===== config.mk =====
export PLATFORM = sky130hd
export DESIGN_NAME = divider_config_loader
export DESIGN_NICKNAME = d
export VERILOG_FILES = /design/src/rtl/divider_config_loader.sv
export SDC_FILE = /design/constraint.sdc
export NUM_CORES = 1
export LEC_CHECK = 0
export ABC_AREA = 1
export CAP_MARGIN = 20
export CORE_MARGIN = 5
export CORE_UTILIZATION = 30
export DETAILED_ROUTE_END_ITERATION = 6
export HOLD_SLACK_MARGIN = 0.03
export PLACE_DENSITY = 0.61
export SYNTH_ARGS = -nofsm -noshare
export SYNTH_HDL_FRONTEND = slang
export SYNTH_SLANG_ARGS = --single-unit
export TNS_END_PERCENT = 1

===== constraint.sdc =====
create_clock -name sys_clock -period 3 [get_ports sys_clock]
set_clock_uncertainty 0.2 [all_clocks]
set_input_delay 0.75 -clock sys_clock [delete_from_list [all_inputs] [get_ports sys_clock]]
set_output_delay 0.75 -clock sys_clock [all_outputs]
set_load 0.01 [all_outputs]

===== src/rtl/divider_config_loader.sv =====
// ---------------------------------------------------------------------------
// divider_config_loader
//
// Purpose:
//   Host-side configuration sequencer for the pulse divider. Two requesters
//   (divider target, row-points target) each hand over a WIDTH-bit value with
//   a req/ack handshake. The winning value is written into its external
//   shift register as follows:
//     1. Clear the register.
//     2. Shift the value out MSB-first on the shared sr_data/sr_data_clock
//        pins.
//     3. Pulse divider_reset so the counters restart on the new target.
//   The divider count enable is gated off while a divider target is loaded.
//
// Ports:
//   sys_clock            system clock, all state on its rising edge
//   external_reset       asynchronous active-high reset
//   div_load_req/_value  divider-target load request and value
//   div_load_ack         one-cycle pulse when a divider load completes
//   row_load_req/_value  row-points-target load request and value
//   row_load_ack         one-cycle pulse when a row load completes
//   cfg_error            one-cycle pulse when a divider value < 2 is rejected
//   run_enable           host run request for the divider
//   divider_enable       gated run enable towards the divider
//   divider_reset        resync reset towards the divider
//   busy                 high while a load transaction is in progress
//   sr_data              serial data, shared by both shift registers
//   sr_data_clock        serial shift clock (registers shift on rising edge)
//   sr_div_data_enable   divider shift-register enable
//   sr_div_data_reset    divider shift-register clear
//   sr_row_data_enable   row shift-register enable
//   sr_row_data_reset    row shift-register clear
// ---------------------------------------------------------------------------
module divider_config_loader #(
  parameter int WIDTH         = 32,
  parameter int HALF_PERIOD   = 4,
  parameter int CLEAR_CYCLES  = 2,
  parameter int SETTLE_CYCLES = 2
) (
  input  logic             sys_clock,
  input  logic             external_reset,
  input  logic             div_load_req,
  input  logic [WIDTH-1:0] div_load_value,
  output logic             div_load_ack,
  input  logic             row_load_req,
  input  logic [WIDTH-1:0] row_load_value,
  output logic             row_load_ack,
  output logic             cfg_error,
  input  logic             run_enable,
  output logic             divider_enable,
  output logic             divider_reset,
  output logic             busy,
  output logic             sr_data,
  output logic             sr_data_clock,
  output logic             sr_div_data_enable,
  output logic             sr_div_data_reset,
  output logic             sr_row_data_enable,
  output logic             sr_row_data_reset
);

  localparam int BIT_W = (WIDTH > 1) ? $clog2(WIDTH) : 1;
  localparam int CNT_W = 16;

  typedef enum logic [2:0] {
    S_IDLE     = 3'd0,
    S_CLEAR    = 3'd1,
    S_SHIFT_LO = 3'd2,
    S_SHIFT_HI = 3'd3,
    S_TAIL     = 3'd4,
    S_RESYNC   = 3'd5,
    S_ACK      = 3'd6
  } state_t;

  // Control state
  state_t             state_q, state_d;
  logic [CNT_W-1:0]   cnt_q, cnt_d;      // cycles spent in the current phase
  logic [BIT_W-1:0]   bit_q, bit_d;      // index of the bit being shifted
  logic [WIDTH-1:0]   value_q, value_d;  // value latched on acceptance
  logic               grant_div_q, grant_div_d;
  logic               grant_row_q, grant_row_d;
  logic               reject_d;

  // Registered outputs
  logic div_load_ack_q,       div_load_ack_d;
  logic row_load_ack_q,       row_load_ack_d;
  logic cfg_error_q,          cfg_error_d;
  logic divider_enable_q,     divider_enable_d;
  logic divider_reset_q,      divider_reset_d;
  logic busy_q,               busy_d;
  logic sr_data_q,            sr_data_d;
  logic sr_data_clock_q,      sr_data_clock_d;
  logic sr_div_data_enable_q, sr_div_data_enable_d;
  logic sr_div_data_reset_q,  sr_div_data_reset_d;
  logic sr_row_data_enable_q, sr_row_data_enable_d;
  logic sr_row_data_reset_q,  sr_row_data_reset_d;

  logic in_shift_d;   // next state is SHIFT_LO, SHIFT_HI or TAIL
  logic gating_q;     // current state blocks the divider count enable

  // -------------------------------------------------------------------------
  // State register: control state and all registered outputs
  // -------------------------------------------------------------------------
  always_ff @(posedge sys_clock or posedge external_reset) begin
    if (external_reset) begin
      state_q              <= S_IDLE;
      cnt_q                <= '0;
      bit_q                <= '0;
      value_q              <= '0;
      grant_div_q          <= 1'b0;
      grant_row_q          <= 1'b0;
      div_load_ack_q       <= 1'b0;
      row_load_ack_q       <= 1'b0;
      cfg_error_q          <= 1'b0;
      divider_enable_q     <= 1'b0;
      divider_reset_q      <= 1'b0;
      busy_q               <= 1'b0;
      sr_data_q            <= 1'b0;
      sr_data_clock_q      <= 1'b0;
      sr_div_data_enable_q <= 1'b0;
      sr_div_data_reset_q  <= 1'b0;
      sr_row_data_enable_q <= 1'b0;
      sr_row_data_reset_q  <= 1'b0;
    end else begin
      state_q              <= state_d;
      cnt_q                <= cnt_d;
      bit_q                <= bit_d;
      value_q              <= value_d;
      grant_div_q          <= grant_div_d;
      grant_row_q          <= grant_row_d;
      div_load_ack_q       <= div_load_ack_d;
      row_load_ack_q       <= row_load_ack_d;
      cfg_error_q          <= cfg_error_d;
      divider_enable_q     <= divider_enable_d;
      divider_reset_q      <= divider_reset_d;
      busy_q               <= busy_d;
      sr_data_q            <= sr_data_d;
      sr_data_clock_q      <= sr_data_clock_d;
      sr_div_data_enable_q <= sr_div_data_enable_d;
      sr_div_data_reset_q  <= sr_div_data_reset_d;
      sr_row_data_enable_q <= sr_row_data_enable_d;
      sr_row_data_reset_q  <= sr_row_data_reset_d;
    end
  end

  // -------------------------------------------------------------------------
  // Next-state logic
  // -------------------------------------------------------------------------
  always_comb begin
    state_d     = state_q;
    cnt_d       = cnt_q;
    bit_d       = bit_q;
    value_d     = value_q;
    grant_div_d = grant_div_q;
    grant_row_d = grant_row_q;
    reject_d    = 1'b0;

    unique case (state_q)
      S_IDLE: begin
        // A rejected divider request still uses up this cycle, so a
        // simultaneous row request is taken on a later IDLE cycle.
        if (div_load_req) begin
          if (div_load_value < WIDTH'(2)) begin
            reject_d = 1'b1;
          end else begin
            value_d     = div_load_value;
            grant_div_d = 1'b1;
            grant_row_d = 1'b0;
            bit_d       = BIT_W'(WIDTH - 1);
            cnt_d       = '0;
            state_d     = S_CLEAR;
          end
        end else if (row_load_req) begin
          value_d     = row_load_value;
          grant_div_d = 1'b0;
          grant_row_d = 1'b1;
          bit_d       = BIT_W'(WIDTH - 1);
          cnt_d       = '0;
          state_d     = S_CLEAR;
        end
      end

      S_CLEAR: begin
        if (cnt_q == CNT_W'(CLEAR_CYCLES - 1)) begin
          cnt_d   = '0;
          state_d = S_SHIFT_LO;
        end else begin
          cnt_d = cnt_q + CNT_W'(1);
        end
      end

      S_SHIFT_LO: begin
        if (cnt_q == CNT_W'(HALF_PERIOD - 1)) begin
          cnt_d   = '0;
          state_d = S_SHIFT_HI;
        end else begin
          cnt_d = cnt_q + CNT_W'(1);
        end
      end

      S_SHIFT_HI: begin
        if (cnt_q == CNT_W'(HALF_PERIOD - 1)) begin
          cnt_d = '0;
          if (bit_q == '0) begin
            state_d = S_TAIL;
          end else begin
            bit_d   = bit_q - BIT_W'(1);
            state_d = S_SHIFT_LO;
          end
        end else begin
          cnt_d = cnt_q + CNT_W'(1);
        end
      end

      S_TAIL: begin
        if (cnt_q == CNT_W'(HALF_PERIOD - 1)) begin
          cnt_d   = '0;
          state_d = S_RESYNC;
        end else begin
          cnt_d = cnt_q + CNT_W'(1);
        end
      end

      S_RESYNC: begin
        if (cnt_q == CNT_W'(SETTLE_CYCLES - 1)) begin
          cnt_d   = '0;
          state_d = S_ACK;
        end else begin
          cnt_d = cnt_q + CNT_W'(1);
        end
      end

      S_ACK: begin
        grant_div_d = 1'b0;
        grant_row_d = 1'b0;
        state_d     = S_IDLE;
      end

      default: begin
        grant_div_d = 1'b0;
        grant_row_d = 1'b0;
        cnt_d       = '0;
        state_d     = S_IDLE;
      end
    endcase
  end

  // -------------------------------------------------------------------------
  // Output logic: outputs are derived from the next state so that each
  // registered output lines up exactly with the state it belongs to.
  // -------------------------------------------------------------------------
  always_comb begin
    in_shift_d = (state_d == S_SHIFT_LO) || (state_d == S_SHIFT_HI) ||
                 (state_d == S_TAIL);

    gating_q = grant_div_q &&
               ((state_q == S_CLEAR)    || (state_q == S_SHIFT_LO) ||
                (state_q == S_SHIFT_HI) || (state_q == S_TAIL)     ||
                (state_q == S_RESYNC));

    sr_div_data_reset_d  = grant_div_d && (state_d == S_CLEAR);
    sr_row_data_reset_d  = grant_row_d && (state_d == S_CLEAR);
    sr_div_data_enable_d = grant_div_d && in_shift_d;
    sr_row_data_enable_d = grant_row_d && in_shift_d;
    sr_data_clock_d      = (state_d == S_SHIFT_HI);
    divider_reset_d      = (state_d == S_RESYNC);
    div_load_ack_d       = grant_div_d && (state_d == S_ACK);
    row_load_ack_d       = grant_row_d && (state_d == S_ACK);
    busy_d               = (state_d != S_IDLE);
    cfg_error_d          = reject_d;

    // Gating looks at the current state, so the divider sees it one cycle
    // after the state changes.
    divider_enable_d = run_enable && !gating_q;

    // A new bit is presented only when SHIFT_LO is entered; it then stays put
    // through SHIFT_HI (and TAIL for the last bit) so it is stable a full
    // half-period around each rising shift clock.
    if ((state_d == S_SHIFT_LO) && (state_q != S_SHIFT_LO)) begin
      sr_data_d = value_d[bit_d];
    end else if (in_shift_d) begin
      sr_data_d = sr_data_q;
    end else begin
      sr_data_d = 1'b0;
    end
  end

  assign div_load_ack       = div_load_ack_q;
  assign row_load_ack       = row_load_ack_q;
  assign cfg_error          = cfg_error_q;
  assign divider_enable     = divider_enable_q;
  assign divider_reset      = divider_reset_q;
  assign busy               = busy_q;
  assign sr_data            = sr_data_q;
  assign sr_data_clock      = sr_data_clock_q;
  assign sr_div_data_enable = sr_div_data_enable_q;
  assign sr_div_data_reset  = sr_div_data_reset_q;
  assign sr_row_data_enable = sr_row_data_enable_q;
  assign sr_row_data_reset  = sr_row_data_reset_q;

endmodule

Word-level counts from Yosys, hierarchy flattened
Cells that the tools add are included.

operators by class
  add/sub/neg operators = 2
  order comparisons = 2
  equality and inequality tests = 18
  muxes and demuxes = 41
  bitwise operators = 1
  reduce and logical (&&, ||, !) cells = 23

operators by type and width
  kind                                                                    count
  32-bit 2-to-1 mux                                                       4
  16-bit 2-to-1 mux                                                       5
  16-bit one-hot mux with 4 select lines                                  1
  32-bit by 2-bit < comparator with 1-bit output, second input constant   1
  3-bit 2-to-1 mux                                                        9
  5-bit 2-to-1 mux                                                        5
  3-bit equality test, second input constant                              6
  3-bit one-hot mux with 6 select lines                                   1
  16-bit by 1-bit adder with 16-bit output, second input constant         1
  16-bit by 1-bit equality test with 1-bit output, second input constant  1
  16-bit by 2-bit equality test with 1-bit output, second input constant  1
  3-bit by 2-bit equality test with 1-bit output, second input constant   4
  1-bit 2-to-1 mux                                                        12
  5-bit one-hot mux with 2 select lines                                   1
  1-bit logical AND                                                       9
  3-bit by 1-bit equality test with 1-bit output, second input constant   2
  1-bit logical OR                                                        6
  5-bit by 6-bit < comparator with 1-bit output, second input constant    1
  3-bit != test, second input constant                                    2
  1-bit binary-select mux with 5-bit select                               1
  5-bit logical NOT                                                       1
  5-bit OR reduction                                                      1
  5-bit by 1-bit subtractor with 5-bit output, second input constant      1
  1-bit one-hot mux with 2 select lines                                   2
  9 further kinds                                                         9

storage, ports and cells
  register bits after elaboration = 70
  output and inout port bits = 12
  word-level logic and storage cells = 105

Depth between registers and ports, before layout
Gate-level depths: netlist of run 1.

  depth in word-level cells = 9
  gate-level depth with buffers = 19

Worst setup path before layout of run 1
Ideal clock, no wire load.

  path type = in2reg
  start point = input port div_load_value[12]
  end point = register sr_data_q (netlist: sr_data)
  library setup time = 117 ps
  arrival time = 2144 ps
  setup slack = 539 ps
  cell stages on the path = 16
  buffers on the path = 0
  path through = nor2_1 nand2_1 nor2_1 nand2_1 nor2_4 nand2_2 nand2_4 nand2_1 nor2_4 inv_2 nand3_1 nand3_1 nand3_1 nand3_1 nand3_1 nand2_1

RTL lines
  element                                         line  source
  start: declaration                              43    input logic [WIDTH-1:0] div_load_value,
  32-bit by 2-bit < comparator with 1-bit output  162   if (div_load_value < WIDTH'(2)) begin
  5-bit 2-to-1 mux                                162
  5-bit 2-to-1 mux                                161   if (div_load_req) begin
  5-bit one-hot mux with 2 select lines           157   unique case (state_q)
  named net bit_d[1]                              77    logic [BIT_W-1:0] bit_q, bit_d;
  1-bit binary-select mux with 5-bit select       279   sr_data_d = value_d[bit_d];
  1-bit 2-to-1 mux (not written as such)          279
  1-bit 2-to-1 mux                                278   if ((state_d == S_SHIFT_LO) && (state_q != S_SHIFT_LO)) begin
  end signal: assignment                          136   sr_data_q <= sr_data_d;
  end: declaration                                90    logic sr_data_q, sr_data_d;

The timed path passes the listed nets, and every way through them passes these cells. The select of a mux whose other input is x is not followed.
A chain may end at the register's enable or synchronous reset.

Worst setup path in the final report of run 1
  start point = input port div_load_value[9]
  end point = register sr_data_q (netlist: sr_data)

between the ends
  cells in the longest elaborated chain, start to end = 8

RTL lines
  element
  branches (longest 8 deep; another with 32-bit by 2-bit < comparator with 1-bit output)

Several ways; the timed one is not identified. The select of a mux whose other input is x is not followed.

==> impl_metrics.tcl, run 1 <==
set metrics [dict create \
    status "completed" \
    die_h_um 135 \
    min_period_ns 2.89 \
    clk_latency_ns 0.34 \
    clockBufferDepth 2 \
    pre_cts_slack_ns -0.460 \
    overflow 0 \
    vias 4708 \
    netlist_instances 720 \
    drt_wl_total_mm 13.6 \
    grt_first_pass_wirelength_mm 21.9 \
    cts_tree "built" \
    htreeDepth 3 \
    cts_hold_buf 0 \
    synth_cell_types 37 \
    post-route-cell-area_um2 6520 \
    dr.pass1.iters 5 \
    syn2layout_area_growth_pct 39.6 \
    place_congestion 0.888 \
    initial_utilization_pct 30.6 \
    synth_area_um2 4670 \
    critPathCaptureType "register" \
    crit_required_ns 3.07 \
    via_per_inst 4.41 \
    antenna_left 0 \
    core_area_um2 15300 \
    root_buffer "clkbuf_16" \
    grt_usage_pct 14.9 \
    ff2ff_setup_slack_ns 0.38 \
    clk_pin_slew_ns 0.06 \
    dieArea_um2 18200 \
    io_buffers 80 \
    fmax_mhz 346 \
    die_w_um 135 \
    syn_nets 792 \
    p_per_area_nw_per_um2 351 \
    max-vdd-ir-drop_uv 235 \
    synthFlopType "dfrtp_1" \
    yosysWarnings 0 \
    cp.arrival_ns 2.97 \
    avgRoutedWirePerCell_um 12.7 \
    syn_area_per_cell_um2 6.49 \
    synth-seq-cells 70 \
    finalSetupTns_ns 0 \
    placed_area_um2 6090 \
    hp-class "reg -> reg" \
    p_total_mw 2.29 \
    drt-initial-drc-count 254 \
    critical_path.startpoint_type "input pin" \
    hold_violations 0 \
    worst_slack_ns 0.107 \
    rsz0062_at_grt "true" \
    row_count 45 \
    dp_cells 1044 \
    grt_antenna_before_repair 0 \
    drv_slew 0 \
    crit_fanout 7 \
    max_cap_violations 0 \
    slew_headroom_pct 59.6 \
    ys_seq_area_share_pct 37.5 \
    n_antenna_cell 0 \
    setup_violations 0 \
    layout.nets 923 \
    layout.cells.non_filler 1067 \
    crit_type "in -> reg" \
    fin_hold_ws_ns 0.325 \
    drc 0 \
    synth_edf_count 0 \
    dp_hpwl_mm 10.0 \
    clock-sinks 70 \
    first_global_vias 4454 \
    io_pins 81 \
    async_reset_ff_share_pct 100 \
    worstMarginPinSlew_ns 0.606 \
    timing.final.crit_share_pct 96.4 \
    utilization_pct 42.8 \
    leakagePower_nw 3.29 \
    grt_max_degree 63 \
    numCtsBuffers 9 \
    drive_gt1_share_pct 15.9 \
]
cells in the mapped netlist (2+ instances only):
cell type | count | area [um^2]
a21oi_1 | 48 | 240
o21ai_1 | 2 | 10.0
nor3_2 | 2 | 20.0
nor2_2 | 5 | 31.3
o21ai_0 | 52 | 260
or2_2 | 8 | 50.1
nor2_1 | 78 | 293
nand2_2 | 5 | 31.3
clkbuf_1 | 10 | 37.5
ha_1 | 3 | 37.5
buf_2 | 5 | 25.0
xor2_1 | 2 | 17.5
nor2_4 | 6 | 67.6
inv_2 | 9 | 33.8
nand2_1 | 228 | 856
dfrtp_1 | 70 | 1750
nand3_1 | 41 | 205
buf_1 | 4 | 15.0
buf_6 | 3 | 33.8
inv_1 | 106 | 398
o21a_1 | 2 | 15.0
buf_4 | 4 | 30.0
nor3_1 | 7 | 35.0
nand4_1 | 3 | 18.8
nor4_1 | 3 | 18.8
nand2_4 | 2 | 22.5
a31oi_1 | 2 | 12.5
sequential cells by signal (all words and copies together), names as in the netlist:
name                cells
busy                    1
cfg_error               1
sr_div_data_reset       1
value_q                32
sr_div_data_enable      1
cnt_q                  16
divider_enable          1
grant_div_q             1
sr_row_data_reset       1
sr_data                 1
divider_reset           1
div_load_ack            1
sr_data_clock           1
grant_row_q             1
bit_q                   5
sr_row_data_enable      1
state_q                 3
row_load_ack            1
worst max-delay path, cell delays in order:
cell	delay, ns
clkdlybuf4s50_1	0.44
nor2_2	0.18
nand2_1	0.07
nor2_1	0.11
nand2_2	0.10
nor2_4	0.17
nand2_4	0.09
nand2_4	0.11
nand2_1	0.10
nor2_4	0.20
buf_4	0.15
nand3_1	0.11
nand3_1	0.09
nand3_1	0.07
nand3_1	0.08
nand3_1	0.08
nand2_1	0.06
path summary, 6_finish.rpt:
kind,startpoint,endpoint,cells past startpoint
worst min register to register,grant_div_q,divider_enable,3
worst max-delay path,div_load_value[9],sr_data,17
worst min-delay path,grant_div_q,divider_enable,3
min in group asynchronous,external_reset,state_q[1],2
max in group asynchronous,external_reset,value_q[20],3
worst max register to register,bit_q[0],sr_data,17
routing by layer:
| metal | share of wire [%] | global-route usage [%] | wire length [um] | vias up |
|---|---|---|---|---|
| met5 | 0 | 0 | 0 | - |
| met4 | 1.6 | 4.69 | 212 | 0 |
| met3 | 5.5 | 2.94 | 741 | 15 |
| met2 | 44 | 23.5 | 6000 | 102 |
| met1 | 49 | 20.6 | 6630 | 2098 |
| li1 | - | - | - | 2493 |
layout by cell type, fill, tap and decap left out, drive strengths merged, types with 3 or more instances in the layout:
| master | synthesis | layout |
|---|---|---|
| nand2 | 235 | 235 |
| inv | 115 | 115 |
| nor2 | 90 | 90 |
| clkdlybuf4s50 | 0 | 78 |
| dfrtp | 70 | 70 |
| buf | 16 | 66 |
| o21ai | 55 | 55 |
| a21oi | 49 | 49 |
| nand3 | 42 | 42 |
| clkbuf | 10 | 13 |
| nor3 | 9 | 9 |
| or2 | 8 | 8 |
| clkinv | 1 | 4 |
| nand4 | 3 | 3 |
| nor4 | 3 | 3 |
| ha | 3 | 3 |
kinds of logic after synthesis:
family / count (synthesis) / synth area share (%)
buf+inv: 142 / 12.3
fa+ha+maj: 3 / 0.803
simple gates: 392 / 36.2
compound gates: 111 / 12.8
xor+xnor: 2 / 0.375
flops: 70 / 37.5
power breakdown:
group          switching (mW)  internal, mW  total, mW
clock network           0.402         0.685       1.09
registers            0.000685         0.947      0.948
logic                   0.115         0.140      0.255
total                   0.517          1.77       2.29
final cells by class:
type                       instances  area, um^2
multi-input combinational        508        2390
inverter                         116         438
clock inverter                     4        45.0
clock buffer                      12         256
tap                              211         264
sequential                        70        1750
timing repair buffer             146        1380
fill                            1568        8730
timing repair:
action | in CTS | in global routing
cloned | 0 | 1
setup buffers | 2 | 4
pin swaps | 1 | 7
setup endpoints to repair | 1 | 13
resized for setup | 3 | 15
No activity file was read; power rests on OpenSTA's default activity.
==> inputs of run 2 (changes only) <==
Settings changed: CORE_UTILIZATION 30 to 49, PLACE_DENSITY 0.61 to 0.76.
Clock period 3 ns to 2.4 ns, I/O delays scaled along.
==> run 2 against run 1 <==
  * The flow now finishes with violations (negative setup slack)
  * Clock power up 4%
  * Critical path depth down 1
  * Setup slack worse by 0.34 ns
  * Cell count down 6.1%
  * Final area up 6.0%
  * Register-to-register slack worse by 0.61 ns
  * Flip-flop and latch count unchanged
  * Critical path type is now reg -> reg
  * Largest power group is now registers
  * Highest routed layer unchanged
==> impl_metrics.tcl, run 2 (same netlist as run 1, synthesis figures left out) <==
set metrics [dict create \
    status "complete, but fails checks" \
    violations "negative setup slack" \
    row_count 35 \
    grt_first_pass_wirelength_mm 22.4 \
    largest_reg_flops 32 \
    leakagePower_nw 3.73 \
    drv_slew 0 \
    dieArea_um2 11600 \
    p_sw_mw 0.636 \
    dp_hpwl_mm 9.96 \
    htreeDepth 3 \
    crit_fanout 8 \
    clockBufferDepth 2 \
    reg2reg_depth 16 \
    grt_max_degree 63 \
    drt_wl_total_mm 15.6 \
    p_per_area_nw_per_um2 380 \
    clock-sinks 70 \
    cp.arrival_ns 2.68 \
    syn2layout_area_growth_pct 47.9 \
    grt_usage_pct 24.0 \
    fmax_mhz 380 \
    pwr-share-seq_pct 45.0 \
    largest_register "value_q" \
    critical_path.startpoint_type "register" \
    io_pins 81 \
    core_area_um2 9280 \
    rsz0062_at_grt "true" \
    multi_input_area_um2 2650 \
    critPathCaptureType "register" \
    crit_type "reg -> reg" \
    avgRoutedWirePerCell_um 15.6 \
    n_antenna_cell 0 \
    die_h_um 108 \
    sw_frac_of_total_pct 24.2 \
    drc 0 \
    endpoint "sr_data" \
    timing.final.crit_share_pct 110 \
    reg2reg_from "cnt_q[6]" \
    crit_required_ns 2.45 \
    min_period_ns 2.63 \
    layout.nets 940 \
    initial_utilization_pct 50.4 \
    numCtsBuffers 9 \
    setup_violations 1 \
    root_buffer "clkbuf_8" \
    finalSetupTns_ns -0.231 \
    vias 5303 \
    slew_headroom_pct 64.7 \
    fillers 663 \
    r2r_end "sr_data" \
    hp-class "reg -> reg" \
    antenna_left 0 \
    place_congestion 0.927 \
    worst_slack_ns -0.231 \
    combPwrFrac_pct 12.1 \
    regArea_um2 1750 \
    clk_latency_ns 0.36 \
    cp-startpoint "cnt_q[6]" \
    final_cell_mix "nand2_1, inv_1, dfrtp_1" \
    p_total_mw 2.63 \
    max_cap_violations 0 \
    pre_cts_slack_ns -0.764 \
    clk_pin_slew_ns 0.08 \
    drt-initial-drc-count 339 \
    overflow 0 \
    die_w_um 108 \
    worstMarginPinSlew_ns 0.528 \
    grt_antenna_before_repair 0 \
    dr.pass1.iters 4 \
    via_per_inst 5.29 \
    first_global_vias 4844 \
    io_buffers 80 \
    ff2ff_setup_slack_ns -0.23 \
    cts_hold_buf 0 \
    cts_tree "built" \
    final_common_cell "nand2_1" \
    clockPowerShare_pct 42.9 \
    hold_violations 0 \
    drive_gt1_share_pct 24.1 \
    p_int_mw 1.99 \
    reg.largest.list "value_q (32), cnt_q (16), bit_q (5)" \
    max-vdd-ir-drop_uv 315 \
]
==> run 2: cell count changes in the layout (fill, tap and decap cells not counted), moves of 4 or more <==
cell | previous run | this run
buf_6 | 1 | 5
clkbuf_8 | 2 | 11
clkinvlp_4 | 0 | 4
nand3_2 | 2 | 20
clkdlybuf4s50_1 | 78 | 47
nor2_1 | 71 | 67
dlymetal6s2s_1 | 1 | 31
nand3_1 | 40 | 21
clkbuf_16 | 10 | 4
buf_4 | 59 | 65
inv_1 | 104 | 99
nand2_1 | 225 | 203
nand2_2 | 5 | 24
==> run 2: how the worst min path moves through the flow <==
stage | slack, ns | startpoint | depth (start not counted) | to
after floorplan | 0.29 | grant_div_q | 3 | divider_enable
after global placement | 0.31 | grant_div_q | 3 | divider_enable
after detailed placement | 0.32 | grant_div_q | 3 | divider_enable
after CTS | 0.34 | grant_div_q | 3 | divider_enable
after global routing | 0.39 | grant_row_q | 3 | grant_row_q
final | 0.33 | grant_div_q | 3 | divider_enable
==> run 2: power by group through the flow <==
stage	clock (mW)	combinational (mW)	sequential (mW)
floorplan	0	0.124	1.21
CTS	1.13	0.316	1.18
detailed placement	0	0.312	1.21
global placement	0	0.308	1.21
global route	1.19	0.349	1.18
finish	1.13	0.319	1.18
==> run 2: per-layer routing <==
metal	GRT usage, %	routed length [um]	up-vias
li1	-	-	2526
met1	29.7	6200	2464
met2	41.5	7820	264
met3	5.70	1170	49
met4	7.12	471	0
met5	0	0	-
==> run 2: worst max-delay path, stage by stage, from the launching register on <==
cell       delay, ns
dfrtp_1         0.42
nor2_1          0.11
nand3_1         0.12
nor2_2          0.18
nand2_4         0.11
nor2_8          0.17
nor2_4          0.06
buf_6           0.11
a21oi_4         0.25
clkbuf_16       0.21
nand2_1         0.06
nand3_2         0.06
nand3_1         0.11
nand3_1         0.14
nand3_2         0.08
nand3_2         0.07
nand2_1         0.06
==> run 2: final cells by class <==
cell class,instances,area share [%]
multi-input cells,509,38.3
flip-flops and latches,70,25.4
repair buffers,161,24.0
inverters,116,6.52
well taps,129,2.33
clock buffers,11,2.19
clock inverters,5,1.18
repair inverters,1,0.109
==> run 2: metrics by stage <==
stage               util [%]  hold slack [ns]  instances  area (um^2)
finish                  74.5            0.333       1002         6910
global route            74.5            0.391       1002         6910
CTS                     68.4            0.335        984         6350
detailed placement      65.1            0.324        966         6040
global placement        65.1            0.315        966         6040
floorplan                  -            0.287        720         4680
==> run 2: what timing repair did <==
| item | 4_1_cts | 5_1_grt |
|---|---|---|
| pin swaps | 4 | 60 |
| resized for setup | 15 | 110 |
| cloned | 2 | 5 |
| endpoints found under the setup margin | 23 | 36 |
| setup buffers | 0 | 13 |
